===== src/rtl/div.sv =====
// ---------------------------------------------------------------------------
// div: multi-cycle 32-bit signed/unsigned integer divider.
//
// Radix-2 restoring division, one quotient bit per clock. The execute stage
// holds start_i high and stalls until ready_o is returned, then writes the
// 64-bit result into HI/LO.
//
// Ports:
//   clk          in   1   clock, all state updates on the rising edge
//   rst          in   1   synchronous active-high reset
//   signed_div_i in   1   1 = signed divide, 0 = unsigned (sampled at start)
//   opdata1_i    in  32   dividend (sampled at start)
//   opdata2_i    in  32   divisor  (sampled at start)
//   start_i      in   1   divide request, held until ready_o is seen
//   annul_i      in   1   cancels an operation in progress
//   result_o     out 64   {remainder, quotient}, registered
//   ready_o      out  1   result_o valid, registered
// ---------------------------------------------------------------------------
module div (
    input  logic        clk,
    input  logic        rst,
    input  logic        signed_div_i,
    input  logic [31:0] opdata1_i,
    input  logic [31:0] opdata2_i,
    input  logic        start_i,
    input  logic        annul_i,
    output logic [63:0] result_o,
    output logic        ready_o
);

    typedef enum logic [1:0] {
        DivFree   = 2'd0,
        DivByZero = 2'd1,
        DivOn     = 2'd2,
        DivEnd    = 2'd3
    } divState_t;

    // Registered state
    divState_t   r_state;
    logic [5:0]  r_cnt;
    logic [64:0] r_work;
    logic [31:0] r_divisor;
    logic        r_negQ;
    logic        r_negR;

    // Next-state values produced by the combinational process
    divState_t   w_stateNext;
    logic [5:0]  w_cntNext;
    logic [64:0] w_workNext;
    logic [31:0] w_divisorNext;
    logic        w_negQNext;
    logic        w_negRNext;
    logic [63:0] w_resultNext;
    logic        w_readyNext;

    // Datapath helpers
    logic [32:0] w_diff;
    logic [31:0] w_op1Abs;
    logic [31:0] w_op2Abs;
    logic [31:0] w_quot;
    logic [31:0] w_rem;

    // Operand magnitudes: a negative operand is only negated for a signed
    // divide. The trial subtraction is done one bit wider so its top bit
    // tells us whether the partial remainder was smaller than the divisor.
    // The final quotient/remainder take their sign back from flags latched
    // at acceptance, so operand changes after start do not matter.
    always_comb begin
        w_op1Abs = (signed_div_i && opdata1_i[31]) ? (~opdata1_i + 32'd1) : opdata1_i;
        w_op2Abs = (signed_div_i && opdata2_i[31]) ? (~opdata2_i + 32'd1) : opdata2_i;
        w_diff   = {1'b0, r_work[63:32]} - {1'b0, r_divisor};
        w_quot   = r_negQ ? (~r_work[31:0]  + 32'd1) : r_work[31:0];
        w_rem    = r_negR ? (~r_work[64:33] + 32'd1) : r_work[64:33];
    end

    // Next-state and next-output logic. Everything defaults to holding its
    // current value; each state only overrides what it changes.
    always_comb begin
        w_stateNext   = r_state;
        w_cntNext     = r_cnt;
        w_workNext    = r_work;
        w_divisorNext = r_divisor;
        w_negQNext    = r_negQ;
        w_negRNext    = r_negR;
        w_resultNext  = result_o;
        w_readyNext   = ready_o;

        case (r_state)
            DivFree: begin
                w_resultNext = 64'd0;
                w_readyNext  = 1'b0;
                if (start_i && !annul_i) begin
                    w_negQNext = signed_div_i & (opdata1_i[31] ^ opdata2_i[31]);
                    w_negRNext = signed_div_i & opdata1_i[31];
                    if (opdata2_i == 32'd0) begin
                        w_stateNext = DivByZero;
                    end else begin
                        w_divisorNext = w_op2Abs;
                        w_workNext    = {32'd0, w_op1Abs, 1'b0};
                        w_cntNext     = 6'd0;
                        w_stateNext   = DivOn;
                    end
                end
            end

            // Divide by zero produces an all-zero result after one extra cycle.
            DivByZero: begin
                w_workNext   = 65'd0;
                w_resultNext = 64'd0;
                w_readyNext  = 1'b1;
                w_stateNext  = DivEnd;
            end

            // Annul beats the iteration step. Thirty-two restoring steps
            // shift the quotient in at the bottom while the remainder
            // accumulates in the upper half; the 33rd cycle applies signs.
            DivOn: begin
                if (annul_i) begin
                    w_stateNext  = DivFree;
                    w_resultNext = 64'd0;
                    w_readyNext  = 1'b0;
                end else if (r_cnt != 6'd32) begin
                    if (w_diff[32]) begin
                        w_workNext = {r_work[63:0], 1'b0};
                    end else begin
                        w_workNext = {w_diff[31:0], r_work[31:0], 1'b1};
                    end
                    w_cntNext = r_cnt + 6'd1;
                end else begin
                    w_resultNext = {w_rem, w_quot};
                    w_readyNext  = 1'b1;
                    w_cntNext    = 6'd0;
                    w_stateNext  = DivEnd;
                end
            end

            // Hold the result until the requester drops start; annul is
            // deliberately not looked at here.
            DivEnd: begin
                if (!start_i) begin
                    w_stateNext  = DivFree;
                    w_resultNext = 64'd0;
                    w_readyNext  = 1'b0;
                end
            end

            default: begin
                w_stateNext  = DivFree;
                w_resultNext = 64'd0;
                w_readyNext  = 1'b0;
            end
        endcase
    end

    // State and output registers; synchronous reset overrides everything.
    always_ff @(posedge clk) begin
        if (rst) begin
            r_state   <= DivFree;
            r_cnt     <= 6'd0;
            r_work    <= 65'd0;
            r_divisor <= 32'd0;
            r_negQ    <= 1'b0;
            r_negR    <= 1'b0;
            result_o  <= 64'd0;
            ready_o   <= 1'b0;
        end else begin
            r_state   <= w_stateNext;
            r_cnt     <= w_cntNext;
            r_work    <= w_workNext;
            r_divisor <= w_divisorNext;
            r_negQ    <= w_negQNext;
            r_negR    <= w_negRNext;
            result_o  <= w_resultNext;
            ready_o   <= w_readyNext;
        end
    end

endmodule


===== config.mk =====
export PLATFORM = sky130hd
export DESIGN_NAME = div
export DESIGN_NICKNAME = d
export VERILOG_FILES = /design/src/rtl/div.sv
export SDC_FILE = /design/constraint.sdc
export NUM_CORES = 1
export LEC_CHECK = 0
export BUFFER_PORTS_ARGS = -buffer_cell sky130_fd_sc_hd__buf_4
export CORE_UTILIZATION = 53
export CTS_CLUSTER_SIZE = 30
export DETAILED_ROUTE_END_ITERATION = 6
export PLACE_DENSITY = 0.85
export SLEW_MARGIN = 10
export SYNTH_ARGS = -nofsm -noshare
export SYNTH_HDL_FRONTEND = slang
export SYNTH_SLANG_ARGS = --single-unit

===== constraint.sdc =====
create_clock -name clk -period 2.9 [get_ports clk]
set_input_delay 0.29 -clock clk [delete_from_list [all_inputs] [get_ports clk]]
set_output_delay 0.29 -clock clk [all_outputs]
set_load 0.03 [all_outputs]

-- Word-level counts from Yosys, hierarchy flattened
Cells that the tools add are included.
- eq/ne operators: 10
- reduce and logical (&&, ||, !) cells: 15
- $add $sub $neg: 6
- bitwise gates (word level): 8
- mux-type cells: 29
- operators with widths (cell ; count):
    65-bit 2-to-1 mux ; 5
    65-bit case mux with 3 select lines ; 1
    64-bit 2-to-1 mux ; 3
    64-bit case mux with 3 select lines ; 1
    32-bit by 1-bit adder with 32-bit output (second input constant) ; 4
    32-bit 2-to-1 mux ; 4
    32-bit NOT ; 4
    32-bit by 32-bit subtractor with 33-bit output ; 1
    32-bit logical NOT ; 1
    6-bit 2-to-1 mux ; 4
    6-bit case mux with 2 select lines ; 1
    2-bit 2-to-1 mux ; 5
    2-bit != test (second input constant) ; 5
    2-bit case mux with 4 select lines ; 1
    6-bit by 1-bit adder with 6-bit output (second input constant) ; 1
    6-bit != test (second input constant) ; 1
    3-bit AND reduction ; 2
    5-bit AND reduction ; 1
    2-bit equality test (second input constant) ; 2
    1-bit case mux with 4 select lines ; 1
    2-bit AND reduction ; 2
    4-bit AND reduction ; 1
    1-bit logical AND ; 3
    1-bit 2-to-1 mux ; 3
    other kinds (10) ; 11
- register bits: 172
- output and inout bits: 65

-- Depth between registers and ports, before layout
- depth after elaboration: 6
- gate-level depth with buffers: 14

-- Worst setup path before layout
No wires, ideal clock.
- path kind: flip-flop to flip-flop
- start: reg r_work[43]
- end: reg r_work[62]
- arrival time: 2878 ps
- period minus slack after synthesis: 2995 ps
- setup time: 117 ps
- cell stages (with the launch flop): 13
- setup slack: -95 ps
- buffers on the path: 2
- cell sequence: dfxtp_1 -> ha_1 -> and3_1 -> a22o_1 -> or2_2 -> a211oi_1 -> o21bai_1 -> a221oi_1 -> buf_2 -> buf_1 -> nor3b_1 -> mux2i_1 -> nand2_1
- cells in the longest elaborated chain, start to end: 5
- RTL lines (element ; line ; RTL):
    start, declared ; 41 ; logic [64:0] r_work;
    start signal, assigned ; 169 ; r_work <= w_workNext;
    32-bit by 32-bit subtractor with 33-bit output ; 71 ; w_diff = {1'b0, r_work[63:32]} - {1'b0, r_divisor};
    65-bit 2-to-1 mux ; 123 ; if (w_diff[32]) begin
    65-bit 2-to-1 mux ; 122 ; end else if (r_cnt != 6'd32) begin
    65-bit 2-to-1 mux ; 118 ; if (annul_i) begin
    65-bit case mux with 3 select lines ; 88 ; case (r_state)
Every way passes these cells. The select of a mux whose other input is x is not followed.
A chain may end at the register's enable or synchronous reset.

-- Worst setup path in the final report
- start: reg r_work[32]
- end: reg r_work[63]
Same word-level chain as after synthesis.

==> summary by stage <==
Run status
The run finished, with violations left. The checks that failed: setup timing.

Global routing
The layer flagged by global routing as most heavily used is met2. The leftover overflow at the end of global routing is 0. The maximum number of pins on one net before global-route repair is 78. The met3 global-route usage is 0.0421. The global-route usage over all layers is 0.299. The met1 track demand over resource in global routing is 0.374. The number of global-route vias before repair is 10200. The number of antenna violations at the first check in global routing came to 0. The first global-routing pass estimated 49.3 mm of wire. The global routing met2 resource utilization is 0.501.

STA
The slack of the critical path is -54.5 ps. Setup repair after global routing could not meet its margin everywhere. Between clock sinks in the finished design, the worst skew comes to 12.7 ps.

The worst hold slack across all endpoints is 143 ps. The max-slew headroom at the worst pin is 0.448. The final-report hold violation count is 0. The smallest clock period supported by the final layout is computed as 2950 ps.

The final clock period utilization by the worst path is 1.02. The actual transition at the worst max-transition pin is 828 ps. Setup violations remaining at the end of the flow were counted as 7. For this run, the top clock speed supported by timing is 338 MHz. The count of final max-slew check failures came to 0.

Synthesis
The Yosys step of the flow raised 0 warnings. Sorting the synthesized cells by area gives the leading types as dfxtp_1, xnor2_1, nor2_1, ha_1, a21oi_1. In the synthesized netlist, the cells that appear most often are nor2_1, dfxtp_1, nand2_1.

Yosys mapped the design onto 59 distinct sky130hd cell types. The number of synthesized register bits is 172. Synthesis produced a netlist whose cell count is 1383.

Counting flops with a built-in enable in the synthesized netlist gives 0. The sequential cell area fraction in the yosys report is 0.320. The summed instance area of the synthesized netlist is 10800 um^2. The share of the synthesized area in the top cell type is 0.320. Dividing the synthesized area by the synthesized cell count gives 7.78 um^2.

The net count after synthesis is 1496. The most instantiated flip-flop cell in the synthesis netlist is dfxtp_1. Of all flip-flops after synthesis, the portion carrying an async set or reset was 0. The largest total area in the synthesized netlist belongs to dfxtp_1. The most frequently used cell type in the post-synthesis netlist is nor2_1.

Worst hold path
The tightest min-delay check is of the input port to flip-flop type. The cell depth of the worst hold path is 3.

Placed design
The final weighted congestion in routability-driven placement is 0.940. The number of port buffers is 133. The number of placed cells counting well taps is 1803. Detailed placement ended at an HPWL of 22.9 mm.

Prior to clock tree synthesis, the placed netlist has a worst setup slack of -123 ps. The placed instances occupy a cell area of 12700 um^2.

Critical path
The critical path startpoint category is a flip-flop. The required time at the worst-slack endpoint is 3200 ps. Measured in cells, the most critical reg-to-reg path has a length of 12. For the worst setup path, the data arrival time is 3260 ps. Along the worst path, the maximum fanout reaches 7. The category of the most critical setup path is flip-flop to flip-flop.

The kind of end point of the critical path is a flip-flop.

Cells and area
After the flow finishes, the layout carries non-filler instances totaling 1854. The antenna diode count is 0. Of the cells placed in the final design, the portion with a size suffix greater than 1 is 0.229. Registers take 3450 um^2. Relative to the synthesized area, the layout overhead comes to 28.5%. For this run, the share of the core covered by cells in the final layout is 0.704. The net count of the finished layout is 1690. The final instance area is 13800 um^2.

The filler cell count is 1503. In the final layout, the multi-input gates occupy 7180 um^2.

Flow run
The tool flagged a number of max-cap violations equal to 0.

Floorplanning
The die extent in x is 145 um. From bottom edge to top edge, the die measures 145 um. The floorplan die area is 20900 um^2.

The initial core utilization is 0.548. The core region is 19700 um^2. The standard-cell row count is 51. The boundary pin count is 134.

Pwr
The worst-case IR drop observed on VDD is 0.000527 V. The leakage power is 5.65 nW. The power density of the placed cells is 672 nW/um^2.

Clocking
The maximum root-to-sink buffer count is 2. The number of hold buffers added after CTS is 0. For the worst-skew pair, the clock arrives at the later sink with an insertion delay of 450 ps.

The TritonCTS clock tree is yes. The total number of clock tree sinks is 172. In this run, CTS created clock tree buffers numbering 17. Clock-pin slew was measured on the worst setup and hold paths at 70 ps. The maximum level of the CTS H-tree is 4. The root buffer cell is clkbuf_16.

Detailed routing
Dividing the detail-routed via count by the number of cells gives 6.10. The first routing iteration left 1149 violations. The detail-routed net length per standard cell is 17.8 um. For this run, design rule violations remaining after detail routing come to 0. In this run the remaining antenna-violating nets after routing total 0. The via count is 11300.

The total length of routed wires is 33.1 mm. The detailed-router iteration count before antenna repair is 6.
cell type report:
type | count | area share
tap | 265 | 0.0240
multi-input combinational | 1078 | 0.519
inverter | 55 | 0.0149
sequential | 172 | 0.250
timing repair buffer | 253 | 0.153
clock inverter | 14 | 0.00823
clock buffer | 17 | 0.0307
critical path: stages (launching register included):
cell and delay, ps:
dfxtp_2 330, inv_2 90, ha_4 150, fa_2 210, nand2b_4 150, a21oi_4 60, o31a_1 350, a211oi_4 360
o21bai_4 100, a221oi_4 360, buf_12 200, nand2b_1 240, o221ai_1 190
routing by layer:
layer	routed length (um)	share of wire
met5	0	0
met4	1530	0.046
met2	15800	0.48
met1	13400	0.41
met3	2320	0.070
metrics by stage:
stage               power [mW]  setup TNS, ps
global placement          6.61          -6.13
floorplan                 5.50              0
CTS                       8.90              0
finish                    9.30           -235
global route              9.78          -2090
detailed placement        6.70          -1290
logic make-up (layout without fill, tap and decap cells):
| group | count (synthesis) | count (layout) | synth area share |
|---|---|---|---|
| simple gates | 456 | 456 | 0.197 |
| fa+ha+maj | 44 | 44 | 0.0518 |
| buf+inv | 133 | 339 | 0.0468 |
| compound gates | 425 | 425 | 0.258 |
| xor+xnor | 141 | 141 | 0.115 |
| flops | 172 | 172 | 0.320 |
| mux | 12 | 12 | 0.0113 |
registers in the layout, summed over array words and instances, names as in the netlist:
register   count
r_cnt          6
r_state        2
ready_o        1
r_divisor     32
r_negR         1
r_work        65
r_negQ         1
result_o      64
layout by cell type (no fill, tap or decap), types with 14 or more instances in the layout:
master       n
inv_1       54
nor3_1      46
clkbuf_16   23
or4_1       14
xnor2_1     86
a21oi_1     90
a22o_1      25
dfxtp_1    164
o21ai_0     77
a22oi_1     26
nor2_1     158
or3_1       19
o21ai_1     26
a211oi_1    40
a21o_1      18
nand3_1     18
o31ai_1     27
ha_1        37
buf_4      236
a21oi_2     14
xor2_1      55
nand2_1    109
power breakdown:
group	leakage [nW]	switching, mW	internal [mW]
registers	1.40	0.349	2.69
logic	4.01	2.43	1.69
clock network	0.241	1.05	1.10
total	5.65	3.82	5.48
path summary, 6_finish.rpt:
check | from | endpoint | slack [ps]
max | r_work[32] | r_work[63] | -50
max reg2reg | r_work[32] | r_work[63] | -50
min reg2reg | result_o[6] | result_o[6] | 450
min | opdata2_i[13] | r_divisor[13] | 140
timing repair:
action / in CTS / in global routing
gates cloned: 1 / 8
pin swaps: 7 / 31
resized for setup: 15 / 84
setup endpoints to repair: 33 / 48
setup buffers: 3 / 9
No activity file was read; power rests on OpenSTA's default activity.
